==> src/rtl/spi_master_core.sv <==
// -----------------------------------------------------------------------------
// spi_master_core
//   Word-level SPI master. A word accepted on the tx valid/ready port is
//   shifted out MSB first on spi_mosi. At the same time, a word is shifted in
//   from spi_miso. The received word is returned on a one-cycle rx_valid
//   strobe. SCLK polarity and phase are set by CPOL/CPHA.
//
//   Optional feature (compile-time macro SPI_MASTER_BURST_EN):
//     When defined, a word latched with tx_last==0 keeps chip select asserted.
//     The FSM then parks in WAIT, so the next word continues the same frame
//     without a SETUP phase.
//     When undefined, tx_last is ignored and every word gets its own frame.
//
// Parameters
//   DATA_W   bits per word (2..32)
//   CLK_DIV  clk cycles per SCLK half-period (>= 1)
//   CPOL     SCLK idle level
//   CPHA     0: sample on leading edge, 1: sample on trailing edge
//
// Ports
//   clk, rst          clock; asynchronous active-high reset
//   tx_valid/ready    request handshake; tx_data/tx_last latched on handshake
//   rx_valid/rx_data  received-word strobe; rx_data holds until next strobe
//   busy              high whenever the FSM is not in IDLE
//   spi_sclk/mosi/cs_n/miso   SPI master-side pins (miso used unsynchronised)
// -----------------------------------------------------------------------------
module spi_master_core #(
   parameter int   DATA_W  = 8,
   parameter int   CLK_DIV = 4,
   parameter logic CPOL    = 1'b0,
   parameter logic CPHA    = 1'b0
) (
   input  logic              clk,
   input  logic              rst,
   input  logic              tx_valid,
   output logic              tx_ready,
   input  logic [DATA_W-1:0] tx_data,
   input  logic              tx_last,
   output logic              rx_valid,
   output logic [DATA_W-1:0] rx_data,
   output logic              busy,
   output logic              spi_sclk,
   output logic              spi_mosi,
   input  logic              spi_miso,
   output logic              spi_cs_n
);

   if (CLK_DIV < 1) begin : g_bad_clk_div
      $error("spi_master_core: CLK_DIV must be >= 1");
   end
   if (DATA_W < 2 || DATA_W > 32) begin : g_bad_data_w
      $error("spi_master_core: DATA_W must be in 2..32");
   end

   localparam int DIV_W  = (CLK_DIV > 1) ? $clog2(CLK_DIV) : 1;
   localparam int EDGE_W = $clog2(2 * DATA_W);
   localparam logic [DIV_W-1:0]  DIV_LAST  = DIV_W'(CLK_DIV - 1);
   localparam logic [EDGE_W-1:0] EDGE_LAST = EDGE_W'(2 * DATA_W - 1);

   typedef enum logic [2:0] {
      IDLE,
      SETUP,
      XFER,
      HOLD
`ifdef SPI_MASTER_BURST_EN
      , WAIT
`endif
   } state_t;

   state_t              state, state_nx;
   logic [DIV_W-1:0]    div_cnt;
   logic [EDGE_W-1:0]   edge_cnt;
   logic [DATA_W-1:0]   sreg;
   logic [DATA_W-1:0]   sreg_shift;
   logic [DATA_W-1:0]   word_done;
   logic                wrap;
   logic                tick;
   logic                last_edge;
   logic                leading;
   logic                hs;
   logic                rx_fire;

`ifdef SPI_MASTER_BURST_EN
   logic                last_q;
`else
   logic                tx_last_unused;
   assign tx_last_unused = tx_last;
`endif

   assign wrap       = (div_cnt == DIV_LAST);
   assign tick       = (state == XFER) && wrap;
   assign last_edge  = (edge_cnt == EDGE_LAST);
   assign leading    = ~edge_cnt[0];
   assign sreg_shift = {sreg[DATA_W-2:0], spi_miso};
   // With CPHA=1 the final sample lands on the final toggle itself, so a word
   // completing straight out of XFER must include that last MISO bit.
   assign word_done  = (CPHA && state == XFER) ? sreg_shift : sreg;

   // State register
   always_ff @(posedge clk or posedge rst) begin
      if (rst) begin
         state <= IDLE;
      end else begin
         state <= state_nx;
      end
   end

   // Next state, handshake and status outputs
   always_comb begin
      state_nx = state;
      tx_ready = 1'b0;
      busy     = 1'b1;
      hs       = 1'b0;
      rx_fire  = 1'b0;
      case (state)
         IDLE: begin
            busy     = 1'b0;
            tx_ready = ~rst;
            hs       = tx_valid & ~rst;
            if (hs) state_nx = SETUP;
         end
         SETUP: begin
            if (wrap) state_nx = XFER;
         end
         XFER: begin
            if (tick && last_edge) begin
`ifdef SPI_MASTER_BURST_EN
               if (last_q) begin
                  state_nx = HOLD;
               end else begin
                  state_nx = WAIT;
                  rx_fire  = 1'b1;
               end
`else
               state_nx = HOLD;
`endif
            end
         end
         HOLD: begin
            if (wrap) begin
               state_nx = IDLE;
               rx_fire  = 1'b1;
            end
         end
`ifdef SPI_MASTER_BURST_EN
         WAIT: begin
            tx_ready = ~rst;
            hs       = tx_valid & ~rst;
            if (hs) state_nx = XFER;
         end
`endif
         default: state_nx = IDLE;
      endcase
   end

   // Divider, edge counter, pins and received-word output
   always_ff @(posedge clk or posedge rst) begin
      if (rst) begin
         div_cnt  <= '0;
         edge_cnt <= '0;
         spi_sclk <= CPOL;
         spi_mosi <= 1'b0;
         spi_cs_n <= 1'b1;
         rx_valid <= 1'b0;
         rx_data  <= '0;
`ifdef SPI_MASTER_BURST_EN
         last_q   <= 1'b1;
`endif
      end else begin
         rx_valid <= rx_fire;
         if (rx_fire) rx_data <= word_done;
         // Registered so chip select never glitches on a state decode.
         spi_cs_n <= (state_nx == IDLE);

         if (state == SETUP || state == XFER || state == HOLD) begin
            div_cnt <= wrap ? '0 : div_cnt + 1'b1;
         end else begin
            div_cnt <= '0;
         end

         if (hs) begin
            edge_cnt <= '0;
            // CPHA=0 needs the MSB on the wire before the first leading edge.
            if (!CPHA) spi_mosi <= tx_data[DATA_W-1];
`ifdef SPI_MASTER_BURST_EN
            last_q <= tx_last;
`endif
         end

         if (tick) begin
            spi_sclk <= ~spi_sclk;
            edge_cnt <= last_edge ? '0 : edge_cnt + 1'b1;
            if (!CPHA) begin
               // sreg already shifted on the leading edge, so its MSB is the
               // next bit; the final trailing edge leaves MOSI alone.
               if (!leading && !last_edge) spi_mosi <= sreg[DATA_W-1];
            end else if (leading) begin
               spi_mosi <= sreg[DATA_W-1];
            end
         end
      end
   end

   // Shift register: one register serves both directions. TX bits leave the
   // top while RX bits enter the bottom on the sampling edge.
   always_ff @(posedge clk) begin
      if (hs) begin
         sreg <= tx_data;
      end else if (tick && (leading ^ CPHA)) begin
         sreg <= sreg_shift;
      end
   end

endmodule

==> config.mk <==
export PLATFORM = sky130hd
export DESIGN_NAME = spi_master_core
export DESIGN_NICKNAME = d
export VERILOG_FILES = /design/src/rtl/spi_master_core.sv
export SDC_FILE = /design/constraint.sdc
export NUM_CORES = 1
export LEC_CHECK = 0
export ABC_CLOCK_PERIOD_IN_PS = 2350
export CORE_UTILIZATION = 49
export CTS_CLUSTER_DIAMETER = 120
export DETAILED_ROUTE_END_ITERATION = 8
export GPL_TIMING_DRIVEN = 0
export PLACE_DENSITY = 0.74
export SYNTH_ARGS = -nofsm -noshare
export SYNTH_HDL_FRONTEND = slang
export SYNTH_SLANG_ARGS = --single-unit
==> constraint.sdc <==
create_clock -name clk -period 2.35 [get_ports clk]
set_input_delay 0.3525 -clock clk [delete_from_list [all_inputs] [get_ports clk]]
set_output_delay 0.3525 -clock clk [all_outputs]
set_load 0.01 [all_outputs]
# --- Word-level counts from Yosys, hierarchy flattened ---
# Cells that the tools add are included.
op_classes:
  n_addsub: 2
  muxes: 20
  n_eq_ne: 5
  reduce_logical: 11
  bitwise_logic: 4
op_table:
  columns: ["op", "count"]
  rows:
  - ["8-bit two-way mux", 2]
  - ["3-bit two-way mux", 4]
  - ["4-bit two-way mux", 3]
  - ["3-bit one-hot mux with 4 select lines", 1]
  - ["1-bit two-way mux", 8]
  - ["3-bit by 2-bit == test with 1-bit output (second input constant)", 2]
  - ["3-bit zero test", 2]
  - ["4-bit by 1-bit adder with 4-bit output (second input constant)", 1]
  - ["4-bit == test (second input constant)", 1]
  - ["1-bit logical AND", 4]
  - ["2-bit two-way mux", 2]
  - ["2-bit nonzero test", 2]
  - ["3-bit by 1-bit == test with 1-bit output (second input constant)", 1]
  - ["1-bit inverter", 3]
  - ["2-bit by 1-bit adder with 2-bit output (second input constant)", 1]
  - ["2-bit == test (second input constant)", 1]
  - ["1-bit logical OR", 2]
  - ["1-bit bitwise AND", 1]
  - ["1-bit zero test", 1]
word_totals:
  in_bits: 13
  output_inout_bits: 14
  ff_bits: 29
  wordCells: 51

# --- Depth between registers and ports, before layout ---
depth:
  word_depth: 6
  mapped_depth: 6
  depth_no_buf: 5

# --- Least setup slack after synthesis ---
# Ideal clock, no wire load.
synth_timing:
  kind: "register to register"
  from: "reg state[1]"
  to: "reg sreg[0], enable pin"
  setup_time_ns: 0.384
  required_ns: 1.966
  arrival_time_ns: 1.494
  synth_period_minus_slack_ns: 1.878
  path_slack_ns: 0.472
  n_path_buf: 2
  path_stages_with_launch: 6
  path_cell_list: "dfrtp_1 buf_6 nor4_4 nand2_2 buf_2 o21ai_0"
synth_between:
  elab_chain_len: 4
  elab_cells_between_ends: 6
  cone_classes: "eq/ne: 1; mux: 1; reduce/logical: 4"
synth_rtl:
  columns: ["element", "line", "rtl"]
  rows:
  - ["from (decl)", "70", "state_t state, state_nx;"]
  - ["from (signal assigned)", "104", "state <= state_nx;"]
  - ["3-bit by 2-bit == test with 1-bit output", "91", "assign tick = (state == XFER) && wrap;"]
  - ["1-bit logical AND", "91", null]
  - ["1-bit logical AND", "209", "end else if (tick && (leading ^ CPHA)) begin"]
  - ["2-bit nonzero test (no source line) *", null, null]
  - ["to (signal assigned)", "208", "sreg <= tx_data;"]
  - ["to (signal assigned)", "210", "sreg <= sreg_shift;"]
  - ["to (decl)", "73", "logic [DATA_W-1:0] sreg;"]
# Mark *: on every way between the ends. The rest lies on a longest branch, timed or not.
# A chain may end at the register's enable or synchronous reset.

# --- Worst setup path in the final report ---
layout_timing:
  from: "reg state[1]"
  to: "out tx_ready"
layout_between:
  elab_chain_len: 2
layout_rtl:
  columns: ["element", "line", "rtl"]
  rows:
  - ["3-bit zero test", "115", "case (state)"]
  - ["1-bit two-way mux", "115", null]
  - ["to (decl)", "36", "output logic tx_ready,"]
# No other way between the ends.

==> metrics.yaml <==
run_status:
  status: "completed"
final_layout:
  fillers: 202
  diodes: 0
  areaGrowthSynthToFinish_pct: 26.7
  nNetsFinal: 138
  fin_util_pct: 65.5
  drive_above_1_share_pct: 28.2
place:
  dp_slack_ns: 0.0211
  io_buffers: 25
  gp_congestion: 0.780
  place_hpwl_mm: 1.52
die:
  start_util_pct: 51.7
  die_y_microns: 52.9
  core_area_sq_um: 2450
  rows: 18
  die-area_sq_um: 2800
  io_pins: 27
  die_w_microns: 52.9
clock_network:
  clock_latency_ns: 0.32
  cts_hold_buf: 0
  cts-root-buf: "clkbuf_4"
  cts_max_level: 2
  cts_tree: "built"
  cts_made_buffers: 5
  clkTransAtPathRegs_ns: 0.09
  cts_sinks: 29
  cts_buffer_depth: 2
sta:
  finalSetupViolations: 0
  period_minus_slack_ns: 2.14
  hold_viol: 0
  timing.clock.skew_ns: 0.00821
  fin_tns_setup_ns: 0
  setup_slack_ns: 0.207
  fmax_mhz: 467
  worst_pin_slew_ns: 0.803
  period_share_pct: 91.2
  slew_headroom_pct: 46.4
  rsz0062_at_grt: "no"
  drv_slew: 0
grt:
  grt_pass1_wl_mm: 3.47
  globalRoute.totalOverflow: 0
  grt_usage_pct: 19.2
  antenna_found_initial: 0
  grt_pass1_vias: 750
  grt_max_degree: 22
synth:
  synth_commonest_cells: "20 x dfrtp_1, 17 x mux2_2, 8 x edfxtp_1"
  yosysWarningCount: 0
  ys_top_cells_by_area: "dfrtp_1 39%, edfxtp_1 19%, mux2_2 15%"
  syn-num-nets: 106
  async_flop_share_pct: 72.4
  synth_most_common_cell: "dfrtp_1"
  syn_area_per_cell_sq_um: 13.9
  synth_flop_cell: "dfrtp_1"
  synth_cell_types: 30
  synth_edf_count: 8
  synth-seq-cells: 29
  syn_inst: 91
  syn_area_sq_um: 1270
  synth.top_cell.area_share_pct: 39.4
  yosysSeqAreaShare_pct: 60.5
  yosysTopAreaCell: "dfrtp_1"
hold_path:
  hp-class: "flip-flop to flip-flop"
drt:
  firstDrtPassIters: 4
  wl_per_cell_microns: 14.2
  vias_per_cell: 5.35
  ant_nets: 0
  vias: 824
  drt-initial-drc-count: 22
  wl_mm: 2.19
  drc: 0
setup_path:
  cp-start-kind: "flip-flop"
  worst-setup-path-type: "flip-flop to primary output"
  cp-end-kind: "primary output"
  required_ns: 2.00
  crit_chain: "buf_6, nor4_4, clkdlybuf4s50_1"
  cp_max_fo: 8
  worstPathArrival_ns: 1.79
  cp_top_family: "buffers and inverters"
  slowest_stage: "clkdlybuf4s50_1"
  crit_path_max_incr_delay_ns: 0.60
  path_buf_inv: 2
power:
  p_sw_mw: 0.209
  p_clk_share_pct: 31.3
  swShare_pct: 23.1
  leakage_nw: 0.711
  vdd_ir_drop_max_mv: 0.391
  combPwrFrac_pct: 9.2
  powerDensity_nw_per_um2: 562
  internal-power_mw: 0.695
  p_seq_share_pct: 59.5
run:
  maxCapViolations: 0
## kinds of logic (layout without fill, tap and decap cells)
family / Yosys count / after routing / share of synthesized area, %
buffers and inverters: 6 / 39 / 2.66
adders and majority gates: 2 / 2 / 1.97
AOI/OAI and AO/OA: 11 / 11 / 5.13
DFF: 29 / 29 / 60.5
other: 1 / 1 / 0.296
muxes: 19 / 19 / 17.5
and+or+nand+nor: 21 / 21 / 10.7
xor gates and xnor gates: 2 / 2 / 1.38
## power by group through the flow
stage	sequential, mW	clock (mW)	combinational [mW]
after floorplan	0.549	0	0.0412
after global placement	0.548	0	0.0828
after detailed placement	0.548	0	0.0845
after CTS	0.538	0.292	0.0850
after global routing	0.539	0.313	0.0902
final	0.538	0.283	0.0830
## worst paths after layout
path                               end  cells past startpoint  slack (ns)        from
setup / recovery              tx_ready                      3        0.21    state[1]
max in group asynchronous  edge_cnt[0]                      2        1.28         rst
hold / removal              div_cnt[0]                      1        0.44  div_cnt[0]
setup reg to reg               sreg[0]                      5        0.29    state[1]
hold reg to reg             div_cnt[0]                      1        0.44  div_cnt[0]
min in group asynchronous     state[1]                      2        0.56         rst
## cell usage in the layout (no fill, tap or decap), drive strengths merged, types with 2 or more instances in the layout
| master | netlist | final |
|---|---|---|
| ha | 2 | 2 |
| nor2 | 3 | 3 |
| edfxtp | 8 | 8 |
| clkbuf | 0 | 6 |
| a31oi | 2 | 2 |
| mux2 | 19 | 19 |
| buf | 4 | 4 |
| o21ai | 5 | 5 |
| nor4 | 2 | 2 |
| dfrtp | 20 | 20 |
| nand3 | 2 | 2 |
| inv | 2 | 2 |
| clkinv | 0 | 2 |
| a21o | 3 | 3 |
| nand2 | 6 | 6 |
| clkdlybuf4s50 | 0 | 25 |
## repair_timing
action                     4_1_cts  5_1_grt
resized for setup                1        0
setup endpoints to repair        8        0
buffers inserted                 0        0
## metrics by stage
step	power, mW	instance area [sq um]	hold slack [ns]	instances
finish	0.904	1610	0.443	154
global route	0.942	1610	0.463	154
CTS	0.915	1610	0.451	154
detailed placement	0.633	1560	0.439	146
global placement	0.631	1560	0.427	146
floorplan	0.590	1270	0.328	91
## state kept, by name, indices dropped and copies added (netlist names), 2 cells and up
register and flops:
rx_data 8, sreg 8, edge_cnt 4, state 3
div_cnt 2
## worst register-to-register path: cells and delay by family, from the launching register on
kind	cells	cell delay, ns
flops	1	0.39
simple gates	2	0.49
compound gates	1	0.44
buf+inv	2	0.36
## cell type report
| cell class | instances | area, sq um | area share [%] |
|---|---|---|---|
| timing repair buffer | 25 | 250 | 15.6 |
| inverter | 2 | 7.51 | 0.467 |
| clock buffer | 6 | 41.3 | 2.57 |
| sequential | 29 | 767 | 47.7 |
| tap | 30 | 37.5 | 2.33 |
| clock inverter | 2 | 10.0 | 0.623 |
| multi-input combinational | 56 | 468 | 29.1 |
| buffer | 4 | 26.3 | 1.63 |
## metal layers
metal / vias up / GRT usage (%) / part of all wire, % / routed length, microns
li1: 391 / - / - / -
met3: 7 / 6.90 / 4.8 / 106
met1: 394 / 23.2 / 45 / 996
met4: 0 / 13.2 / 2.8 / 61
met5: - / 0 / 0 / 0
met2: 32 / 28.3 / 47 / 1030
No activity file was read; power rests on OpenSTA's default activity.
